<file path="src/rtl/lsu_pkg.sv">
// Shared encodings for the data-memory port A load/store unit:
// RISC-V funct3 values, port-A strobe codes and the FSM state type.
package lsu_pkg;

  localparam logic [2:0] F3_B  = 3'b000;
  localparam logic [2:0] F3_H  = 3'b001;
  localparam logic [2:0] F3_W  = 3'b010;
  localparam logic [2:0] F3_BU = 3'b100;
  localparam logic [2:0] F3_HU = 3'b101;

  localparam logic [1:0] WE_NONE = 2'b00;
  localparam logic [1:0] WE_B    = 2'b01;
  localparam logic [1:0] WE_H    = 2'b10;
  localparam logic [1:0] WE_W    = 2'b11;

  // bit 2 = sign-extend, bits 1:0 = size; word reads must carry bit 2
  localparam logic [2:0] RE_NONE = 3'b000;
  localparam logic [2:0] RE_LB   = 3'b101;
  localparam logic [2:0] RE_LH   = 3'b110;
  localparam logic [2:0] RE_LW   = 3'b111;
  localparam logic [2:0] RE_LBU  = 3'b001;
  localparam logic [2:0] RE_LHU  = 3'b010;

  typedef enum logic [1:0] {
    IDLE      = 2'd0,
    LOAD_WAIT = 2'd1,
    RESP      = 2'd2
  } lsu_state_e;

endpackage

</file>
<file path="src/rtl/lsu_port_a_if.sv">
// Core-side request/response channel of the port-A load/store unit.
// master = core (issues requests), slave = LSU.
interface lsu_port_a_if #(
  parameter int ADDR_WIDTH = 16,
  parameter int DATA_WIDTH = 32
);

  logic                  req_valid;
  logic                  req_ready;
  logic                  req_store;
  logic [2:0]            req_funct3;
  logic [ADDR_WIDTH+1:0] req_addr;
  logic [DATA_WIDTH-1:0] req_wdata;
  logic [4:0]            req_rd;

  logic                  rsp_valid;
  logic                  rsp_ready;
  logic [DATA_WIDTH-1:0] rsp_rdata;
  logic [4:0]            rsp_rd;
  logic                  rsp_fault;
  logic [ADDR_WIDTH+1:0] rsp_badaddr;

  modport master (
    output req_valid, req_store, req_funct3, req_addr, req_wdata, req_rd, rsp_ready,
    input  req_ready, rsp_valid, rsp_rdata, rsp_rd, rsp_fault, rsp_badaddr
  );

  modport slave (
    input  req_valid, req_store, req_funct3, req_addr, req_wdata, req_rd, rsp_ready,
    output req_ready, rsp_valid, rsp_rdata, rsp_rd, rsp_fault, rsp_badaddr
  );

endinterface

</file>
<file path="src/rtl/lsu_decode.sv">
// Combinational decode of a load/store request into port-A strobes and a fault flag.
// Faulting requests always produce zero strobes.
module lsu_decode
  import lsu_pkg::*;
(
  input  logic       store,
  input  logic [2:0] funct3,
  input  logic [1:0] addr_lo,
  output logic [1:0] we,
  output logic [2:0] re,
  output logic       fault
);

  logic illegal;
  logic misaligned;

  always_comb begin
    we         = WE_NONE;
    re         = RE_NONE;
    illegal    = 1'b0;
    misaligned = 1'b0;

    if (store) begin
      case (funct3)
        F3_B:    we = WE_B;
        F3_H:    we = WE_H;
        F3_W:    we = WE_W;
        default: illegal = 1'b1;
      endcase
    end else begin
      case (funct3)
        F3_B:    re = RE_LB;
        F3_H:    re = RE_LH;
        F3_W:    re = RE_LW;
        F3_BU:   re = RE_LBU;
        F3_HU:   re = RE_LHU;
        default: illegal = 1'b1;
      endcase
    end

    // funct3[1:0] is the access size for every legal encoding
    misaligned = ((funct3[1:0] == 2'b01) && addr_lo[0]) ||
                 ((funct3[1:0] == 2'b10) && (addr_lo != 2'b00));

    fault = illegal || misaligned;
    if (fault) begin
      we = WE_NONE;
      re = RE_NONE;
    end
  end

endmodule

</file>
<file path="src/rtl/lsu_port_a.sv">
// Single-outstanding load/store initiator on RAM port A. Strobes are driven
// combinationally in the accept cycle only, so each load pulses reA exactly once.
module lsu_port_a
  import lsu_pkg::*;
#(
  parameter int ADDR_WIDTH = 16,
  parameter int DATA_WIDTH = 32
) (
  input  logic                  clk,
  input  logic                  rst,
  lsu_port_a_if.slave           bus,
  output logic [1:0]            weA,
  output logic [2:0]            reA,
  output logic [ADDR_WIDTH+1:0] addrA,
  output logic [DATA_WIDTH-1:0] dinA,
  input  logic [DATA_WIDTH-1:0] doutA
);

  lsu_state_e            state_q, state_d;
  logic [DATA_WIDTH-1:0] rsp_rdata_q, rsp_rdata_d;
  logic [4:0]            rsp_rd_q, rsp_rd_d;
  logic                  rsp_fault_q, rsp_fault_d;
  logic [ADDR_WIDTH+1:0] rsp_badaddr_q, rsp_badaddr_d;

  logic [1:0] dec_we;
  logic [2:0] dec_re;
  logic       dec_fault;
  logic       accept;

  lsu_decode u_decode (
    .store   (bus.req_store),
    .funct3  (bus.req_funct3),
    .addr_lo (bus.req_addr[1:0]),
    .we      (dec_we),
    .re      (dec_re),
    .fault   (dec_fault)
  );

  assign bus.req_ready = (state_q == IDLE) && !rst;
  assign accept        = bus.req_valid && bus.req_ready;

  always_comb begin
    weA   = WE_NONE;
    reA   = RE_NONE;
    addrA = '0;
    dinA  = '0;
    if (accept && !dec_fault) begin
      weA   = dec_we;
      reA   = dec_re;
      addrA = bus.req_addr;
      dinA  = bus.req_store ? bus.req_wdata : '0;
    end
  end

  always_comb begin
    state_d       = state_q;
    rsp_rdata_d   = rsp_rdata_q;
    rsp_rd_d      = rsp_rd_q;
    rsp_fault_d   = rsp_fault_q;
    rsp_badaddr_d = rsp_badaddr_q;

    case (state_q)
      IDLE: begin
        if (accept) begin
          rsp_rd_d      = bus.req_rd;
          rsp_badaddr_d = bus.req_addr;
          rsp_rdata_d   = '0;
          rsp_fault_d   = dec_fault;
          state_d       = (!bus.req_store && !dec_fault) ? LOAD_WAIT : RESP;
        end
      end
      // memory returns read data one cycle after reA
      LOAD_WAIT: begin
        rsp_rdata_d = doutA;
        rsp_fault_d = 1'b0;
        state_d     = RESP;
      end
      RESP: begin
        if (bus.rsp_ready) state_d = IDLE;
      end
      default: state_d = IDLE;
    endcase
  end

  always_ff @(posedge clk) begin
    if (rst) begin
      state_q       <= IDLE;
      rsp_rdata_q   <= '0;
      rsp_rd_q      <= '0;
      rsp_fault_q   <= 1'b0;
      rsp_badaddr_q <= '0;
    end else begin
      state_q       <= state_d;
      rsp_rdata_q   <= rsp_rdata_d;
      rsp_rd_q      <= rsp_rd_d;
      rsp_fault_q   <= rsp_fault_d;
      rsp_badaddr_q <= rsp_badaddr_d;
    end
  end

  assign bus.rsp_valid   = (state_q == RESP);
  assign bus.rsp_rdata   = rsp_rdata_q;
  assign bus.rsp_rd      = rsp_rd_q;
  assign bus.rsp_fault   = rsp_fault_q;
  assign bus.rsp_badaddr = rsp_badaddr_q;

endmodule

</file>
<file path="src/flat_wrapper.sv">
// flat-port wrapper written by rule: the top's interface ports become plain ports
module lsu_port_a_flat import lsu_pkg::*;
#(
  parameter int ADDR_WIDTH = 16,
  parameter int DATA_WIDTH = 32
)
  (clk, rst, weA, reA, addrA, dinA, doutA, bus_req_valid, bus_req_store, bus_req_funct3, bus_req_addr, bus_req_wdata, bus_req_rd, bus_rsp_ready, bus_req_ready, bus_rsp_valid, bus_rsp_rdata, bus_rsp_rd, bus_rsp_fault, bus_rsp_badaddr);
  lsu_port_a_if #(.ADDR_WIDTH(ADDR_WIDTH), .DATA_WIDTH(DATA_WIDTH)) bus_i ();
  input  logic clk;
  input  logic rst;
  output logic [1:0] weA;
  output logic [2:0] reA;
  output logic [ADDR_WIDTH+1:0] addrA;
  output logic [DATA_WIDTH-1:0] dinA;
  input  logic [DATA_WIDTH-1:0] doutA;
  input wire logic [$bits(bus_i.req_valid)-1:0] bus_req_valid;
  input wire logic [$bits(bus_i.req_store)-1:0] bus_req_store;
  input wire logic [$bits(bus_i.req_funct3)-1:0] bus_req_funct3;
  input wire logic [$bits(bus_i.req_addr)-1:0] bus_req_addr;
  input wire logic [$bits(bus_i.req_wdata)-1:0] bus_req_wdata;
  input wire logic [$bits(bus_i.req_rd)-1:0] bus_req_rd;
  input wire logic [$bits(bus_i.rsp_ready)-1:0] bus_rsp_ready;
  output wire logic [$bits(bus_i.req_ready)-1:0] bus_req_ready;
  output wire logic [$bits(bus_i.rsp_valid)-1:0] bus_rsp_valid;
  output wire logic [$bits(bus_i.rsp_rdata)-1:0] bus_rsp_rdata;
  output wire logic [$bits(bus_i.rsp_rd)-1:0] bus_rsp_rd;
  output wire logic [$bits(bus_i.rsp_fault)-1:0] bus_rsp_fault;
  output wire logic [$bits(bus_i.rsp_badaddr)-1:0] bus_rsp_badaddr;
  assign bus_i.req_valid = bus_req_valid;
  assign bus_i.req_store = bus_req_store;
  assign bus_i.req_funct3 = bus_req_funct3;
  assign bus_i.req_addr = bus_req_addr;
  assign bus_i.req_wdata = bus_req_wdata;
  assign bus_i.req_rd = bus_req_rd;
  assign bus_i.rsp_ready = bus_rsp_ready;
  assign bus_req_ready = bus_i.req_ready;
  assign bus_rsp_valid = bus_i.rsp_valid;
  assign bus_rsp_rdata = bus_i.rsp_rdata;
  assign bus_rsp_rd = bus_i.rsp_rd;
  assign bus_rsp_fault = bus_i.rsp_fault;
  assign bus_rsp_badaddr = bus_i.rsp_badaddr;
  lsu_port_a #(.ADDR_WIDTH(ADDR_WIDTH), .DATA_WIDTH(DATA_WIDTH)) u_core (.clk(clk), .rst(rst), .bus(bus_i), .weA(weA), .reA(reA), .addrA(addrA), .dinA(dinA), .doutA(doutA));
endmodule
</file>
<file path="config.mk">
export PLATFORM = sky130hd
export DESIGN_NAME = lsu_port_a_flat
export DESIGN_NICKNAME = d
export VERILOG_FILES = /design/src/rtl/lsu_pkg.sv /design/src/rtl/lsu_port_a_if.sv /design/src/rtl/lsu_decode.sv /design/src/rtl/lsu_port_a.sv /design/src/flat_wrapper.sv
export SDC_FILE = /design/constraint.sdc
export NUM_CORES = 1
export LEC_CHECK = 0
export BUFFER_PORTS_ARGS = -buffer_cell sky130_fd_sc_hd__buf_2
export CAP_MARGIN = 5
export CORE_UTILIZATION = 43
export CTS_CLUSTER_SIZE = 10
export DETAILED_ROUTE_END_ITERATION = 16
export PLACE_DENSITY = 0.86
export SLEW_MARGIN = 20
export SYNTH_ARGS = -nofsm -noshare
export SYNTH_HDL_FRONTEND = slang
export SYNTH_HIERARCHICAL = 1
export SYNTH_SLANG_ARGS = --single-unit
</file>
<file path="constraint.sdc">
create_clock -name clk -period 6.55 [get_ports clk]
set_clock_uncertainty 0.15 [all_clocks]
set_input_delay 1.6375 -clock clk [delete_from_list [all_inputs] [get_ports clk]]
set_output_delay 1.6375 -clock clk [all_outputs]
set_load 0.05 [all_outputs]
</file>
==> run_results.csv, run 1 <==
group,metric,value,unit
detailed_routing,drt_iter0_markers,122,
sta,setup_viol,0,
cells_and_area,antenna_cells,0,
status,status,"finished clean",
sta,period_needed,5.45,ns
floorplanning,start_util,0.453,
power,power.density,228,nW/µm²
setup_path,arrival,3.66,ns
global_route,grt_max_degree,80,
place,dp_hpwl,5470,µm
detailed_routing,routed_wl,7730,µm
detailed_routing,drc,0,
floorplanning,ioPinCount,208,
power,leakage,2.04,nW
clock_network,clkTransAtPathRegs,0.06,ns
setup_path,r2r_end,"u_core/bus.rsp_badaddr[2]",
setup_path,crit_path_start_kind,"primary input",
clock_network,htreeDepth,3,
detailed_routing,post_drt_wl_per_cell,13.9,µm
synthesis,async_flop_share,0,
setup_path,cp-end-kind,"output pin",
floorplanning,dieArea,6670,µm²
setup_path,cp_max_fo,79,
sta,tns,0,ns
clock_network,clock_latency,0.32,ns
hold_path,min_delay_path_depth,1,
synthesis,synth_fa_ha_area_frac,0,
synthesis,synthMuxAreaShare,0.0949,
synthesis,syn_nets,380,
floorplanning,die_x,81.7,µm
sta,finalHoldViolCount,0,
clock_network,ctsHoldBuffers,0,
synthesis,synth_top_family_by_area,"simple AND/OR/NAND/NOR gates",
synthesis,synth-xor-area-share,0,
sta,slew_violations,0,
setup_path,r2r_slack,4.53,ns
hold_path,min_from,"u_core/bus.rsp_rdata[1]",
sta,max_freq,183,MHz
global_route,grt_pass1_vias,2512,
global_route,gr-usage-all-layers,0.222,
sta,max_slew.worst_pin.slew,1.03,ns
clock_network,numCtsBuffers,9,
global_route,overflow,0,
detailed_routing,ant_nets,0,
global_route,met3_usage,0.0589,
job,maxCapViolations,0,
place,placed_cell_area,3750,µm²
synthesis,synth_compound_area_frac,0.158,
synthesis,yosysUniqueCellTypes,27,
hold_path,min_to,"u_core/bus.rsp_rdata[1]",
place,placed_cells,538,
place,gp_congestion,0.751,
cells_and_area,fill_cells,492,
synthesis,synth-edff-count,0,
synthesis,ys_warn_count,6,
sta,timing.final.crit_share,0.832,
detailed_routing,drt_first_pass_iters,4,
global_route,grt_first_pass_wirelength,11300,µm
cells_and_area,final_nets,569,
clock_network,cts_sinks,58,
setup_path,critPathKind,"in2out",
cells_and_area,design_area,3950,µm²
floorplanning,core,6030,µm²
cells_and_area,area_growth,44.7,%
global_route,antenna_found_initial,0,
global_route,grtUsageMet1,0.244,
setup_path,timing.rr.start,"u_core/state_q[1]",
floorplanning,chipHeight,81.7,µm
setup_path,rr_worst_depth,2,
floorplanning,num_rows,28,
clock_network,clk_path_buf_depth,2,
global_route,met2_usage,0.398,
cells_and_area,fin_cells,554,
place,port_buffers,207,
synthesis,syn_area,2730,µm²
clock_network,post_cts_buffers,0,
clock_network,cts_root_buffer,"clkbuf_8",
hold_path,min_path_type,"reg2reg",
clock_network,cts-resized-gates,0,
synthesis,synth_simple_gate_area_frac,0.242,
sta,relSlewSlack,0.315,
synthesis,ys_seq_area_frac,0.425,
detailed_routing,dr_total_vias,2929,
clock_network,cts_tree,"yes",
synthesis,syn_inst,285,
synthesis,ys_ff_latch,58,
setup_path,worstPathRequired,4.76,ns
power,ir_worst_vdd,233,µV
synthesis,ys.flop_type,"dfxtp_1",
synthesis,syn_area_per_cell,9.58,µm²
global_route,grt.busiest_layer,"met2",
sta,rsz0062_at_grt,"false",
detailed_routing,vias_per_cell,5.29,
cells_and_area,drive_above_1_share,0.530,
==> logic make-up after synthesis <==
| group | Yosys count |
|---|---|
| AO/OA/AOI/OAI | 45 |
| buffers and inverters | 48 |
| flip-flops | 58 |
| multiplexers | 23 |
| AND/OR/NAND/NOR | 111 |
==> per-layer routing <==
metal | up-vias | wire, µm
met5 | - | 0
met3 | 10 | 558
met4 | 0 | 105
met2 | 119 | 3880
met1 | 1368 | 3180
li1 | 1432 | -
==> metrics by stage <==
stage / utilization / hold slack [ns] / power (mW) / worst slack (ns)
2_1_floorplan: - / 0.390 / 0.519 / 0.704
3_3_place_gp: 0.620 / 0.320 / 0.574 / 1.12
3_5_place_dp: 0.622 / 0.327 / 0.579 / 1.15
4_1_cts: 0.656 / 0.342 / 0.908 / 1.14
5_1_grt: 0.656 / 0.364 / 0.940 / 1.02
6_report: 0.656 / 0.339 / 0.899 / 1.10
==> worst max path at each step <==
stage | to | from | cells after the start
floorplan | dinA[21] | rst | 5
global placement | addrA[0] | rst | 4
detailed placement | addrA[0] | rst | 4
CTS | addrA[0] | rst | 4
global route | addrA[0] | rst | 4
finish | addrA[0] | rst | 4
==> worst max-delay path, stage by stage <==
cell	delay, ns
buf_2	0.27
or4b_4	0.90
nor3b_1	0.46
buf_2	0.34
==> cells in the mapped netlist (2+ instances only) <==
library cell	n	area, µm²
inv_1	17	63.8
dfxtp_1	58	1160
nand2_1	18	67.6
buf_1	4	15.0
nor2b_1	25	156
or4b_1	2	20.0
clkbuf_1	20	75.1
a2111oi_2	2	30.0
buf_2	2	10.0
nor3_1	20	100
nor2_1	3	11.3
nor3b_1	24	180
a32o_1	33	330
mux2_2	23	259
o21ai_0	4	20.0
nor4_1	15	93.8
buf_6	5	56.3
==> final cells by class <==
cell class	count	area, µm²	share of cell area
multi-input combinational	179	1380	0.348
clock inverter	5	52.6	0.0133
tap	75	93.8	0.0238
inverter	17	63.8	0.0162
timing repair buffer	209	1050	0.266
sequential	58	1160	0.294
clock buffer	11	151	0.0383
==> power breakdown <==
part           internal (mW)  switching, mW
logic                 0.0617          0.135
clock network          0.194          0.133
registers              0.368        0.00709
==> sequential cells by signal, indices dropped and copies added (netlist names) <==
| register | count |
|---|---|
| u_core/bus.rsp_rd | 5 |
| u_core/state_q | 2 |
| u_core/bus.rsp_badaddr | 18 |
| u_core/bus.rsp_fault | 1 |
| u_core/bus.rsp_rdata | 32 |
==> cell usage in the layout (no fill, tap or decap), drive strengths merged, types with 2 or more instances in the layout <==
cell,synthesis,routed
a2111oi,2,2
a32o,33,33
buf,11,209
clkbuf,20,11
clkinv,0,3
dfxtp,58,58
inv,17,17
mux2,23,23
nand2,18,18
nor2,3,3
nor2b,25,25
nor3,20,20
nor3b,24,24
nor4,15,15
o21ai,4,4
or4b,2,2
No activity file was read; power rests on OpenSTA's default activity.
==> run 2, diff against run 1 <==
--- a/config.mk
+++ b/config.mk
@@ -7,10 +7,10 @@
 export LEC_CHECK = 0
 export BUFFER_PORTS_ARGS = -buffer_cell sky130_fd_sc_hd__buf_2
 export CAP_MARGIN = 5
-export CORE_UTILIZATION = 43
+export CORE_UTILIZATION = 36
 export CTS_CLUSTER_SIZE = 10
 export DETAILED_ROUTE_END_ITERATION = 16
-export PLACE_DENSITY = 0.86
+export PLACE_DENSITY = 0.76
 export SLEW_MARGIN = 20
 export SYNTH_ARGS = -nofsm -noshare
 export SYNTH_HDL_FRONTEND = slang
==> constraint.sdc (replaced) <==
create_clock -name clk -period 4.5 [get_ports clk]
set_clock_uncertainty 0.15 [all_clocks]
set_input_delay 1.125 -clock clk [delete_from_list [all_inputs] [get_ports clk]]
set_output_delay 1.125 -clock clk [all_outputs]
set_load 0.05 [all_outputs]
==> run 2 against run 1 <==
Effect of this change: hold slack gained 0.0015 ns; final area grew 5.3%; largest power group unchanged; largest cell class unchanged; global-route usage shrank 3.4 points; power grew 53%.
==> run_results.csv, run 2 (synthesis results as in run 1) <==
group,metric,value,unit
setup_path,rr_worst_depth,3,
sta,slew_violations,0,
floorplanning,ioPinCount,208,
detailed_routing,drt_iter0_markers,134,
cells_and_area,fin_cells,582,
sta,setup_viol,0,
cells_and_area,area_growth,52.3,%
power,p_sw,0.417,mW
cells_and_area,antenna_cells,0,
cells_and_area,mostFrequentLayoutCell,"buf_2",
cells_and_area,largest_reg_flops,32,
place,placed_cells,567,
global_route,overflow,0,
detailed_routing,drc,0,
setup_path,r2r_end,"u_core/bus.rsp_badaddr[16]",
floorplanning,dieArea,7940,µm²
floorplanning,die_x,89.1,µm
setup_path,timing.rr.start,"u_core/state_q[1]",
cells_and_area,utilization,0.570,
power,power.density,330,nW/µm²
clock_network,post_cts_buffers,0,
detailed_routing,post_drt_wl_per_cell,14.1,µm
setup_path,path_cells,"buf_2 > or4b_4 > buf_4 > nor4_1 > buf_2",
power,combPwrFrac,0.220,
setup_path,path_buf_inv,3,
clock_network,numCtsBuffers,9,
detailed_routing,vias_per_cell,5.04,
setup_path,cp-end-kind,"output pin",
setup_path,cp_slowest_cell,"or4b_4",
cells_and_area,fill_cells,694,
clock_network,clock_latency,0.31,ns
sta,setup_ws,0.508,ns
clock_network,cts_sinks,58,
clock_network,cts-resized-gates,0,
setup_path,crit_family,"simple AND/OR/NAND/NOR gates",
hold_path,min_path_type,"reg2reg",
sta,max_freq,250,MHz
clock_network,cts_tree,"yes",
setup_path,critPathKind,"in2out",
sta,rsz0062_at_grt,"false",
setup_path,worstPathRequired,3.22,ns
job,maxCapViolations,0,
clock_network,ctsHoldBuffers,0,
setup_path,cp_max_fo,29,
global_route,grt_pass1_vias,2470,
global_route,grt_max_degree,55,
sta,whs,0.341,ns
detailed_routing,ant_nets,0,
hold_path,min_from,"u_core/bus.rsp_rdata[7]",
place,placed_cell_area,3940,µm²
setup_path,arrival,2.72,ns
floorplanning,core,7290,µm²
cells_and_area,drive_above_1_share,0.580,
sta,finalHoldViolCount,0,
place,port_buffers,207,
power,total_power,1.37,mW
sta,timing.final.crit_share,0.887,
power,switching_share,0.304,
global_route,grt_first_pass_wirelength,11500,µm
cells_and_area,layout_common_cells,"207 x buf_2, 58 x dfxtp_1, 33 x a32o_1",
clock_network,htreeDepth,3,
global_route,antenna_found_initial,0,
hold_path,min_to,"u_core/bus.rsp_rdata[7]",
setup_path,crit_top_cell,"buf_2",
power,pwr-share-seq,0.397,
global_route,gr-usage-all-layers,0.188,
floorplanning,chipHeight,89.1,µm
setup_path,r2r_slack,2.61,ns
floorplanning,start_util,0.374,
clock_network,clk_path_buf_depth,2,
setup_path,cp_slowest_stage_delay,0.61,ns
power,clock_power_share,0.383,
power,ir_worst_vdd,209,µV
sta,period_needed,3.99,ns
clock_network,cts_root_buffer,"clkbuf_8",
place,dp_hpwl,5860,µm
sta,relSlewSlack,0.325,
cells_and_area,final_nets,574,
sta,max_slew.worst_pin.slew,1.01,ns
power,intPower,0.955,mW
status,status,"finished clean",
clock_network,clkTransAtPathRegs,0.07,ns
sta,tns,0,ns
detailed_routing,routed_wl,8220,µm
place,gp_congestion,0.706,
setup_path,crit_path_start_kind,"primary input",
place,pre_cts_slack,0.505,ns
detailed_routing,dr_total_vias,2934,
hold_path,min_delay_path_depth,1,
cells_and_area,design_area,4160,µm²
detailed_routing,drt_first_pass_iters,5,
power,leakage,2.10,nW
floorplanning,num_rows,31,
## run 2: per-layer routing
metal	part of all wire	GRT usage
met5	0	0
met2	0.51	0.321
met1	0.41	0.225
met3	0.070	0.0554
met4	0.0093	0.0664
## run 2: cell type report
class,instances,area [µm²],share of cell area
Timing Repair Buffer,214,1110,0.268
Sequential cell,58,1160,0.279
Clock inverter,5,78.8,0.0190
Tap cell,99,124,0.0298
Inverter,17,63.8,0.0153
Clock buffer,10,138,0.0331
Multi-Input combinational cell,179,1480,0.356
## run 2: how the worst max path moves through the flow
stage / endpoint / cells after the start / startpoint / slack (ns)
after detailed placement: dinA[25] / 6 / bus_req_funct3[2] / 0.50
after global routing: dinA[27] / 6 / bus_req_funct3[2] / 0.42
after global placement: dinA[10] / 6 / bus_req_funct3[2] / 0.58
after CTS: dinA[25] / 6 / bus_req_funct3[2] / 0.50
after floorplan: dinA[21] / 5 / rst / -0.32
final: dinA[8] / 5 / bus_req_valid / 0.51
## run 2: power by group through the flow
stage	combinational, mW	clock [mW]	sequential [mW]
finish	0.302	0.526	0.545
global route	0.321	0.565	0.548
CTS	0.302	0.542	0.545
detailed placement	0.301	0	0.557
global placement	0.295	0	0.556
floorplan	0.136	0	0.627
==> run 3, diff against run 2 <==
--- a/config.mk
+++ b/config.mk
@@ -7,12 +7,11 @@
 export LEC_CHECK = 0
 export BUFFER_PORTS_ARGS = -buffer_cell sky130_fd_sc_hd__buf_2
 export CAP_MARGIN = 5
-export CORE_UTILIZATION = 36
+export CORE_UTILIZATION = 35
 export CTS_CLUSTER_SIZE = 10
 export DETAILED_ROUTE_END_ITERATION = 16
-export PLACE_DENSITY = 0.76
+export PLACE_DENSITY = 0.77
 export SLEW_MARGIN = 20
 export SYNTH_ARGS = -nofsm -noshare
 export SYNTH_HDL_FRONTEND = slang
-export SYNTH_HIERARCHICAL = 1
 export SYNTH_SLANG_ARGS = --single-unit
==> run 3 against run 2 <==
Effect of this change: sequential share of layout area is 2.5 points higher; setup slack worse by 0.15 ns; clock power down 9.3%; power decreased by 9.8%; highest routed layer unchanged.
==> run_results.csv, run 3 <==
group,metric,value,unit
cells_and_area,area_growth,47.5,%
synthesis,syn_inst,338,
global_route,antenna_found_initial,0,
cells_and_area,largest_reg_flops,32,
cells_and_area,mostFrequentLayoutCell,"buf_2",
place,pre_cts_slack,0.405,ns
setup_path,critPathKind,"in2out",
cells_and_area,design_area,3820,µm²
synthesis,ys_top_cells_by_count,"79 x nand2_1, 58 x dfxtp_1, 55 x a21oi_1",
setup_path,cp_slowest_stage_delay,0.56,ns
sta,max_slew.worst_pin.slew,0.662,ns
cells_and_area,drive_above_1_share,0.444,
place,port_buffers,207,
synthesis,synth_top_cell_by_area,"dfxtp_1",
cells_and_area,antenna_cells,0,
clock_network,clkTransAtPathRegs,0.06,ns
place,placed_cell_area,3620,µm²
sta,timing.final.crit_share,0.921,
cells_and_area,layout_common_cells,"207 x buf_2, 79 x nand2_1, 58 x dfxtp_1",
detailed_routing,post_drt_wl_per_cell,12.6,µm
cells_and_area,fin_cells,628,
detailed_routing,routed_wl,7920,µm
floorplanning,ioPinCount,208,
sta,setup_viol,0,
sta,period_needed,4.15,ns
synthesis,syn_area_per_cell,7.66,µm²
setup_path,rr_worst_depth,4,
synthesis,yosysMostFrequentCell,"nand2_1",
job,maxCapViolations,0,
setup_path,r2r_end,"u_core.bus.rsp_rdata[5]",
sta,finalHoldViolCount,0,
setup_path,arrival,2.87,ns
hold_path,min_from,"u_core.bus.rsp_rd[1]",
detailed_routing,vias_per_cell,4.87,
clock_network,cts_tree,"yes",
clock_network,numCtsBuffers,9,
synthesis,netlist.area_leader.share,0.448,
detailed_routing,ant_nets,0,
power,total_power,1.24,mW
detailed_routing,drt_iter0_markers,134,
global_route,overflow,0,
power,power.density,324,nW/µm²
place,placed_cells,612,
clock_network,ctsHoldBuffers,0,
setup_path,r2r_slack,2.54,ns
floorplanning,die_x,88.0,µm
global_route,grt_max_degree,57,
setup_path,path_cells,"buf_2 > or4_4 > a21oi_4 > and3_1 > buf_2",
clock_network,htreeDepth,3,
sta,rsz0062_at_grt,"false",
detailed_routing,dr_total_vias,3060,
floorplanning,num_rows,30,
power,ir_worst_vdd,217,µV
synthesis,synth-edff-count,0,
status,status,"finished clean",
synthesis,ys_warn_count,0,
clock_network,clk_path_buf_depth,2,
hold_path,min_delay_path_depth,2,
setup_path,cp-end-kind,"output pin",
synthesis,ys_seq_area_frac,0.448,
synthesis,syn_nets,433,
setup_path,crit_path_start_kind,"primary input",
sta,slew_violations,0,
synthesis,ys_ff_latch,58,
setup_path,crit_top_cell,"buf_2",
cells_and_area,fill_cells,695,
hold_path,min_path_type,"reg2reg",
floorplanning,dieArea,7750,µm²
floorplanning,start_util,0.371,
detailed_routing,drc,0,
sta,max_freq,241,MHz
setup_path,timing.rr.start,"u_core.state_q[0]",
sta,whs,0.301,ns
clock_network,cts_root_buffer,"clkbuf_8",
cells_and_area,final_nets,622,
synthesis,synthTopCellsByArea,"dfxtp_1 45%, nand2_1 11%, a21oi_1 11%",
synthesis,syn_area,2590,µm²
sta,relSlewSlack,0.558,
sta,setup_ws,0.353,ns
setup_path,worstPathRequired,3.22,ns
setup_path,crit_family,"simple AND/OR/NAND/NOR gates",
synthesis,async_flop_share,0,
setup_path,cp_slowest_cell,"or4_4",
synthesis,yosysUniqueCellTypes,30,
global_route,grt_pass1_vias,2575,
global_route,gr-usage-all-layers,0.196,
global_route,grt_first_pass_wirelength,12000,µm
place,gp_congestion,0.841,
setup_path,path_buf_inv,2,
clock_network,cts_sinks,58,
synthesis,ys.flop_type,"dfxtp_1",
clock_network,clock_latency,0.32,ns
floorplanning,core,6980,µm²
setup_path,cp_max_fo,32,
hold_path,min_to,"u_core.bus.rsp_rd[1]",
place,dp_hpwl,5780,µm
detailed_routing,drt_first_pass_iters,5,
power,leakage,2.01,nW
clock_network,cts-resized-gates,0,
clock_network,post_cts_buffers,0,
floorplanning,chipHeight,88.0,µm
## run 3: area by class of cell
class	instances	area, µm²	area share
sequential	58	1160	0.304
timing repair buffer	213	1080	0.283
tap	96	120	0.0314
multi-input combinational	245	1260	0.330
clock inverter	2	35.0	0.00917
clock buffer	14	163	0.0426
## run 3: worst max-delay path by stage
stage / slack [ns] / startpoint / to / cells past startpoint
6_report: 0.35 / bus_req_addr[0] / dinA[13] / 5
5_1_grt: 0.30 / bus_req_addr[0] / dinA[15] / 5
4_1_cts: 0.41 / bus_req_addr[0] / dinA[13] / 5
3_5_place_dp: 0.41 / bus_req_addr[0] / dinA[13] / 5
3_3_place_gp: 0.47 / bus_req_addr[0] / dinA[13] / 5
2_1_floorplan: -0.32 / rst / reA[0] / 4
## run 3: power breakdown
| part | internal, mW | switching [mW] | leakage [nW] |
|---|---|---|---|
| clock network | 0.286 | 0.191 | 0.101 |
| registers | 0.528 | 0.00901 | 0.470 |
| logic | 0.0671 | 0.157 | 1.44 |
## run 3: worst reg2reg max path: stages, from the launching register on
cell	delay, ns
dfxtp_1	0.54
nor2b_2	0.63
buf_4	0.34
nand2_1	0.08
a21oi_1	0.15
## run 3: cells by family (layout without fill, tap and decap cells)
group | after synthesis | after routing | share of synthesized area
simple gates | 177 | 177 | 0.329
compound gates | 67 | 67 | 0.149
flops | 58 | 58 | 0.448
buf+inv | 35 | 229 | 0.0705
xor+xnor | 1 | 1 | 0.00338
## run 3: through the flow
stage               setup TNS, ns   util
floorplan                  -0.816      -
global route                    0  0.547
detailed placement              0  0.518
global placement                0  0.518
CTS                             0  0.547
finish                          0  0.547
## run 3: per-layer routing
layer  track usage  wire length [µm]
met1         0.247              3550
met4        0.0528                30
met3        0.0575               628
met5             0                 0
met2         0.326              3710
